File: src/rtl/jk_register.sv
// jk_register: a bank of WIDTH JK flip-flops with extra operations.
// The extra operations are parallel load, shift-left and hold.
// It also has a registered complement output, a one-cycle "changed" pulse,
// and a saturating count of edges that altered the state.

module jk_register #(
    parameter int              WIDTH     = 8,
    parameter logic [WIDTH-1:0] RESET_VAL = '0
) (
    input  logic             clk,
    input  logic             _reset,
    input  logic             en,
    input  logic [1:0]       mode,
    input  logic [WIDTH-1:0] j,
    input  logic [WIDTH-1:0] k,
    input  logic [WIDTH-1:0] d,
    input  logic             sin,
    input  logic             cnt_clr,
    output logic [WIDTH-1:0] q,
    output logic [WIDTH-1:0] _q,
    output logic             sout,
    output logic             changed,
    output logic [7:0]       chg_cnt
);

    typedef enum logic [1:0] {
        MODE_JK   = 2'b00,
        MODE_LOAD = 2'b01,
        MODE_SHL  = 2'b10,
        MODE_HOLD = 2'b11
    } mode_t;

    logic [WIDTH-1:0] q_next;
    logic [WIDTH-1:0] q_shift;
    logic             is_change;

    // A single-bit register shifts straight from sin.
    // Wider registers shift one bit left and take sin into the LSB.
    generate
        if (WIDTH == 1) begin : g_shift_one
            assign q_shift = sin;
        end else begin : g_shift_wide
            assign q_shift = {q[WIDTH-2:0], sin};
        end
    endgenerate

    // Select the next state. A low enable holds q; otherwise mode picks the operation.
    always_comb begin
        q_next = q;
        if (en) begin
            case (mode_t'(mode))
                MODE_JK:   q_next = (j & ~q) | (~k & q);
                MODE_LOAD: q_next = d;
                MODE_SHL:  q_next = q_shift;
                MODE_HOLD: q_next = q;
                default:   q_next = q;
            endcase
        end
    end

    assign is_change = (q_next != q);
    assign sout      = q[WIDTH-1];

    // State, complement, change pulse and change counter all update together.
    // The clear takes effect whether or not the register is enabled,
    // but a change on the same edge is still counted.
    always_ff @(posedge clk or negedge _reset) begin
        if (!_reset) begin
            q       <= RESET_VAL;
            _q      <= ~RESET_VAL;
            changed <= 1'b0;
            chg_cnt <= 8'd0;
        end else begin
            q       <= q_next;
            _q      <= ~q_next;
            changed <= is_change;
            if (cnt_clr) begin
                chg_cnt <= is_change ? 8'd1 : 8'd0;
            end else if (is_change && (chg_cnt != 8'd255)) begin
                chg_cnt <= chg_cnt + 8'd1;
            end
        end
    end

endmodule

File: config.mk
export PLATFORM = sky130hd
export DESIGN_NAME = jk_register
export DESIGN_NICKNAME = d
export VERILOG_FILES = /design/src/rtl/jk_register.sv
export SDC_FILE = /design/constraint.sdc
export NUM_CORES = 1
export LEC_CHECK = 0
export CAP_MARGIN = 20
export CELL_PAD_IN_SITES_DETAIL_PLACEMENT = 1
export CELL_PAD_IN_SITES_GLOBAL_PLACEMENT = 2
export CORE_ASPECT_RATIO = 0.8
export CORE_MARGIN = 2
export CORE_UTILIZATION = 29
export CTS_BUF_LIST = sky130_fd_sc_hd__clkbuf_8 sky130_fd_sc_hd__clkbuf_16
export DETAILED_ROUTE_END_ITERATION = 8
export GPL_TIMING_DRIVEN = 0
export PLACE_DENSITY_LB_ADDON = 0.1
export SYNTH_ARGS = -nofsm -noshare
export SYNTH_HDL_FRONTEND = slang
export SYNTH_SLANG_ARGS = --single-unit
File: constraint.sdc
create_clock -name clk -period 5.9 [get_ports clk]
set_clock_uncertainty 0.1 [all_clocks]
set_input_delay 1.77 -clock clk [delete_from_list [all_inputs] [get_ports clk]]
set_output_delay 1.77 -clock clk [all_outputs]
set_load 0.05 [all_outputs]
==> results by group, run 1 <==
Setup path
  – Element type at the critical path start: input port
  – Reg2reg start: q[6]
  – CP cell instances: clkdlybuf4s50_1, mux4_1, inv_1, o21ai_1, a2111oi_2, nand2_2, buf_6, a31o_1, a21oi_2
  – Worst-path maximum fanout: 10
  – Critical path's top delay family: compound AO/OA/AOI/OAI gates
  – CP Launch Point: mode[0]
  – CP bufs+invs: 3
  – Critical path's slowest cell: clkdlybuf4s50_1
  – CP peak stage delay: 0.60 ns
  – CP arrival: 4.24 ns
  – CP Data Required Time: 6.00 ns
  – Setup CP Type: input port to flop
  – CP endpoint kind: flop

Drt
  – ANT nets after route: 0
  – Via density: 5.09
  – Routed len/inst: 16.6 µm
  – Routed WL: 5550 µm
  – Drt first-iter violations: 74
  – Initial DRT Pass Iterations: 6
  – Vias: 1701
  – # DRC: 0

Timing
  – Fin crit period: 4.14 ns
  – RSZ-0062 raised after global routing: no
  – Slew Limit Fails: 0
  – Slew HR: 0.582
  – Endpoints failing setup: 0
  – Max Fclk: 0.242 GHz
  – Setup TNS Final: 0 ns
  – Final hold viol count: 0
  – Final period util: 0.702
  – Tightest Pin Transition: 0.628 ns

Global route
  – Vias in the first global route: 1743
  – Global-route total usage across every layer: 0.171
  – Largest net degree at the start of global routing: 20
  – Initial antenna violation count: 0
  – Gr ovfl total: 0
  – First-pass GRT wire length: 9150 µm

Min path
  – Worst hold path type: flop to flop
  – Worst Hold Launch: chg_cnt[5]

Cells and area
  – Register Area: 636 µm²
  – Finished Core Util: 0.422
  – Area Growth Syn to Fin: 39.5%
  – ANT cells: 0
  – Fraction of layout cells with a size suffix above 1: 0.134
  – Multi-input logic area: 0.00101 mm²
  – # fillers: 716
  – # nets final: 286

Logic synthesis
  – Synth Instances: 194
  – Post-synth top cells: 19 x inv_1, 17 x dfrtp_1, 17 x nor2_1
  – Number of warnings issued by yosys: 0
  – Yosys top cell by area: dfrtp_1
  – Yosys top cell area share: 0.235
  – Mean Syn Cell Area: 9.33 µm²
  – EDFF count, synth: 0
  – Sequential fraction of the synthesis area: 0.351
  – Cell Area, Synth: 0.00181 mm²
  – Mapped Nets: 226
  – Ys flop type: dfrtp_1
  – Post-synthesis cell type count: 60
  – Async SR Flop Fraction: 1.00
  – #FFs+latches synth: 25
  – Ranking of synthesized cells by area: dfrtp_1 24%, dfstp_2 12%, inv_1 3.9%
  – Cell with the most instances after synthesis: inv_1

Clock network
  – Htree depth: 1
  – Reg clk slew, reported paths: 0.09 ns
  – Cts hold-fix bufs: 0
  – PostCTS Resize Cnt: 0
  – CTS tree: done
  – Clk_lat worst skew: 0.28 ns
  – Sink Count: 25
  – CTS Buffer Depth: 2
  – TritonCTS Buffers: 3
  – Clock root buffer: clkbuf_8
  – Setup bufs post-CTS: 0

Placed design
  – Port Buffer Count: 54
  – Final GP Congestion: 0.793
  – DP HPWL: 4320 µm

Power and ir drop
  – Part of the power in combinational logic: 0.485
  – Pwr Total: 0.000670 W
  – VDD IR max: 0.000109 V
  – Leakage power: 1.02 nW
  – NetSw: 0.000290 W
  – PD cells: 265 mW/mm²
  – Internal power: 0.000380 W
  – Clock network power share: 0.161
  – Reg power frac: 0.354
  – Switching power share of the total: 0.432

Floorplan
  – Die Y: 74.6 µm
  – Placeable core area: 0.00597 mm²
  – Die width: 92.3 µm
  – Initial core utilization: 0.303
  – Die area: 0.00689 mm²
  – Row count: 25
  – IO Pins: 57

Run status
  – Status: finished clean

Job
  – Max Cap Violations: 0
[final cells by class]
type,count,share of cell area
clock buffer,3,0.0164
timing repair buffer,55,0.225
inverter,19,0.0283
buffer,11,0.0352
clock inverter,1,0.00149
tap,81,0.0402
sequential,25,0.252
multi-input combinational,139,0.402
[placed cells by master, fill, tap and decap left out, types with 4 or more instances in the layout]
cell type	instances
a21oi_1	6
buf_6	5
clkdlybuf4s50_1	54
dfrtp_1	17
dfstp_2	8
inv_1	20
nand2_1	6
nand2b_1	6
nand3_1	5
nor2_1	17
nor2b_1	8
o21ai_0	13
o21ai_1	4
[power groups by stage]
stage,registers (W),clock network [W],logic (W)
2_1_floorplan,0.000333,0,0.000117
3_3_place_gp,0.000241,0,0.000322
3_5_place_dp,0.000241,0,0.000326
4_1_cts,0.000237,0.000114,0.000327
5_1_grt,0.000243,0.000119,0.000348
6_report,0.000237,0.000108,0.000325
[logic make-up (layout without fill, tap and decap cells)]
kind of cell    count (synthesis)  in the layout  share of synthesized area
compound gates                 69             69                      0.302
xor+xnor                        3              3                     0.0145
fa+ha+maj                       1              1                    0.00691
buf+inv                        30             89                     0.0885
flops                          25             25                      0.351
mux                             8              8                     0.0650
simple gates                   58             58                      0.172
[metrics by stage]
step / area (µm²) / instances / hold WS (ns) / setup WS, ns
2_1_floorplan: 1810 / 194 / 0.709 / 2.21
6_report: 2520 / 334 / 0.500 / 1.76
5_1_grt: 2520 / 334 / 0.553 / 1.60
3_5_place_dp: 2480 / 330 / 0.481 / 1.46
3_3_place_gp: 2450 / 329 / 0.470 / 1.46
4_1_cts: 2520 / 334 / 0.504 / 1.75
[metal layers]
metal | GRT usage | vias to the layer above | part of all wire
li1 | - | 835 | -
met1 | 0.259 | 822 | 0.54
met2 | 0.264 | 42 | 0.41
met3 | 0.0310 | 2 | 0.041
met4 | 0.0249 | 0 | 0.0040
met5 | 0 | - | 0
[worst reg2reg max path: cells and delay by family (launching register included)]
| family | cells | cell delay, ns |
|---|---|---|
| simple gates | 1 | 0.18 |
| flops | 1 | 0.49 |
| compound gates | 4 | 0.86 |
| mux | 1 | 0.51 |
| buf+inv | 2 | 0.25 |
[sequential cells by signal, indices dropped and copies added, names as in the netlist]
register  cells
_q            8
changed       1
chg_cnt       8
q             8
[worst paths after layout]
check | to | slack (ns) | depth (start not counted)
hold / removal | chg_cnt[5] | 0.50 | 2
setup / recovery | chg_cnt[4] | 1.76 | 9
max in group asynchronous | _q[0] | 3.46 | 2
min in group asynchronous | q[2] | 1.70 | 1
hold reg to reg | chg_cnt[5] | 0.50 | 2
setup reg to reg | chg_cnt[4] | 3.45 | 8
No activity file was read; power rests on OpenSTA's default activity.
==> inputs of run 2 (changes only) <==
- CORE_UTILIZATION: 29 -> 27
- clock period: 5.9 -> 4.2 ns (I/O delays scaled with it)
==> run 2 against run 1 <==
Critical path depth grew 2. Sequential share of layout area is essentially flat. Wire length increased by 2.7%. Final cell count grew 0.90%. Non-clock buffer count unchanged. Combinational power increased by 41%. Die area grew 7.0%. Clock power increased by 30%. Highest routed layer unchanged.
==> results by group, run 2 (synthesis gave the netlist of run 1 again) <==
Drt
  – Routed len/inst: 16.9 µm (was 16.6 µm)
  – ANT nets after route: 0 (unchanged)
  – Routed WL: 5700 µm (was 5550 µm)
  – Vias: 1699 (was 1701)
  – # DRC: 0 (unchanged)
  – Drt first-iter violations: 58 (was 74)
  – Initial DRT Pass Iterations: 4 (was 6)
  – Via density: 5.04 (was 5.09)

Timing
  – RSZ-0062 raised after global routing: no (unchanged)
  – Endpoints failing setup: 0 (unchanged)
  – Setup TNS Final: 0 ns (unchanged)
  – Max Fclk: 0.276 GHz
  – Hold Worst Slack: 0.506 ns (was 0.500 ns)
  – Final hold viol count: 0 (unchanged)
  – Slew Limit Fails: 0 (unchanged)
  – Slew HR: 0.595 (was 0.582)
  – Tightest Pin Transition: 0.607 ns (was 0.628 ns)
  – Final period util: 0.861
  – Fin crit period: 3.62 ns

Setup path
  – CP endpoint kind: flop (unchanged)
  – Critical path's slowest cell: clkdlybuf4s50_1 (unchanged)
  – CP peak stage delay: 0.49 ns (was 0.60 ns)
  – Worst-path maximum fanout: 10 (unchanged)
  – CP arrival: 3.72 ns (was 4.24 ns)
  – CP cell instances: clkdlybuf4s50_1, buf_6, buf_6, inv_1, o211ai_1, a32o_1, o41ai_4, nand2_2, buf_6, a21bo_1, a21oi_2 (was clkdlybuf4s50_1, mux4_1, inv_1, o21ai_1, a2111oi_2, nand2_2, buf_6, a31o_1, a21oi_2)
  – Element type at the critical path start: input port (unchanged)
  – Critical path's top delay family: buffers and inverters (was compound AO/OA/AOI/OAI gates)
  – CP bufs+invs: 5 (was 3)
  – CP Data Required Time: 4.30 ns (was 6.00 ns)
  – Setup CP Type: input port to flop (unchanged)
  – R2R cell count: 8 (unchanged)
  – Endpoint of the worst-slack reg-to-reg timing path: chg_cnt[1] (was chg_cnt[4])
  – Reg2reg start: q[6] (unchanged)
  – CP dominant cell by count: buf_6
  – R2R Setup Slk: 1.73 ns (was 3.45 ns)

Power and ir drop
  – PD cells: 369 mW/mm² (was 265 mW/mm²)
  – Leakage power: 1.02 nW (unchanged)
  – VDD IR max: 0.000168 V (was 0.000109 V)

Floorplan
  – Die width: 95.5 µm (was 92.3 µm)
  – Placeable core area: 0.00644 mm² (was 0.00597 mm²)
  – Die area: 0.00738 mm² (was 0.00689 mm²)
  – IO Pins: 57 (unchanged)
  – Die Y: 77.2 µm (was 74.6 µm)
  – Initial core utilization: 0.281 (was 0.303)
  – Row count: 26 (was 25)

Cells and area
  – Commonest non-fill, non-tap cells in the layout: 54 x clkdlybuf4s50_1, 20 x inv_1, 17 x nor2_1, 17 x dfrtp_1, 13 x o21ai_0 (unchanged)
  – ANT cells: 0 (unchanged)
  – # fillers: 756 (was 716)
  – # nets final: 286 (unchanged)
  – Area Growth Syn to Fin: 39.7% (was 39.5%)
  – Top Registers: _q (8), chg_cnt (8), q (8) (unchanged)
  – Most common cell after layout, fill and taps aside: clkdlybuf4s50_1 (unchanged)
  – Fraction of layout cells with a size suffix above 1: 0.134 (unchanged)

Global route
  – Top Usage Layer GRT: met1 (was met2)
  – Vias in the first global route: 1694 (was 1743)
  – Global-route total usage across every layer: 0.164 (was 0.171)
  – M2 GR Usage: 0.224 (was 0.264)
  – GR Util met3: 0.0344 (was 0.0310)
  – GRT met1 Usage: 0.260 (was 0.259)
  – Initial antenna violation count: 0 (unchanged)
  – Largest net degree at the start of global routing: 20 (unchanged)
  – Gr ovfl total: 0 (unchanged)
  – First-pass GRT wire length: 9280 µm (was 9150 µm)

Job
  – Max Cap Violations: 0 (unchanged)

Clock network
  – Clk_lat worst skew: 0.27 ns (was 0.28 ns)
  – CTS tree: done (unchanged)
  – PostCTS Resize Cnt: 0 (unchanged)
  – Sink Count: 25 (unchanged)
  – Cts hold-fix bufs: 0 (unchanged)
  – Reg clk slew, reported paths: 0.08 ns (was 0.09 ns)
  – Clock root buffer: clkbuf_8 (unchanged)
  – TritonCTS Buffers: 3 (unchanged)
  – Setup bufs post-CTS: 0 (unchanged)
  – CTS Buffer Depth: 2 (unchanged)
  – Htree depth: 1 (unchanged)

Run status
  – Status: finished clean (unchanged)

Min path
  – Worst Hold Launch: chg_cnt[5] (unchanged)
  – Hold Crit Endpoint: chg_cnt[5] (unchanged)
  – Hold depth: 2 (unchanged)
  – Worst hold path type: flop to flop (unchanged)

Placed design
  – DP HPWL: 4380 µm (was 4320 µm)
  – Port Buffer Count: 54 (unchanged)
  – Final GP Congestion: 0.821 (was 0.793)
[run 2: cell counts in the layout (fill, tap and decap cells not counted)]
No cell type changed its count.
[run 2: final cells by class]
class                           count  area (µm²)  share of cell area
Inverter                           19        71.3              0.0282
Clock inverter                      1        3.75             0.00149
Tap cell                           84         105              0.0416
Multi-Input combinational cell    139        1010               0.401
Buffer                             11        88.8              0.0351
Sequential cell                    25         636               0.251
Clock buffer                        3        41.3              0.0163
Timing Repair Buffer               55         568               0.225
[run 2: routing by layer]
layer  share of wire  vias up
met5               0        -
met4          0.0077        0
met3           0.047        4
met2            0.40       38
met1            0.54      828
li1                -      829
[run 2: worst max-delay path by stage]
stage,from,end,slack [ns],cells after the start
floorplan,mode[1],chg_cnt[1],1.02,10
global placement,mode[0],chg_cnt[1],0.29,11
detailed placement,mode[0],chg_cnt[1],0.30,11
CTS,mode[0],chg_cnt[1],0.59,11
global route,mode[0],chg_cnt[1],0.44,11
finish,mode[0],chg_cnt[1],0.58,11
[run 2: worst register-to-register path, delay by kind of cell, from the launching register on]
kind	cells	cell delay, ns
compound gates	4	0.86
mux	1	0.53
flops	1	0.48
buf+inv	2	0.25
simple gates	1	0.18
[run 2: power breakdown]
part	total (W)	switching, W	internal, W	leakage, nW
sequential	0.000334	0.0000462	0.000288	0.292
clock	0.000140	0.0000749	0.0000655	0.0269
combinational	0.000457	0.000276	0.000181	0.698
total	0.000931	0.000397	0.000534	1.02
[run 2: metrics by stage]
step | power, W | utilization | std cells | instance area, µm² | setup slack (ns)
after floorplan | 0.000631 | - | 194 | 1810 | 1.02
after CTS | 0.000947 | 0.392 | 337 | 2530 | 0.587
final | 0.000931 | 0.392 | 337 | 2530 | 0.583
after detailed placement | 0.000797 | 0.385 | 333 | 2480 | 0.301
after global placement | 0.000795 | 0.381 | 332 | 2450 | 0.290
after global routing | 0.000989 | 0.392 | 337 | 2530 | 0.442
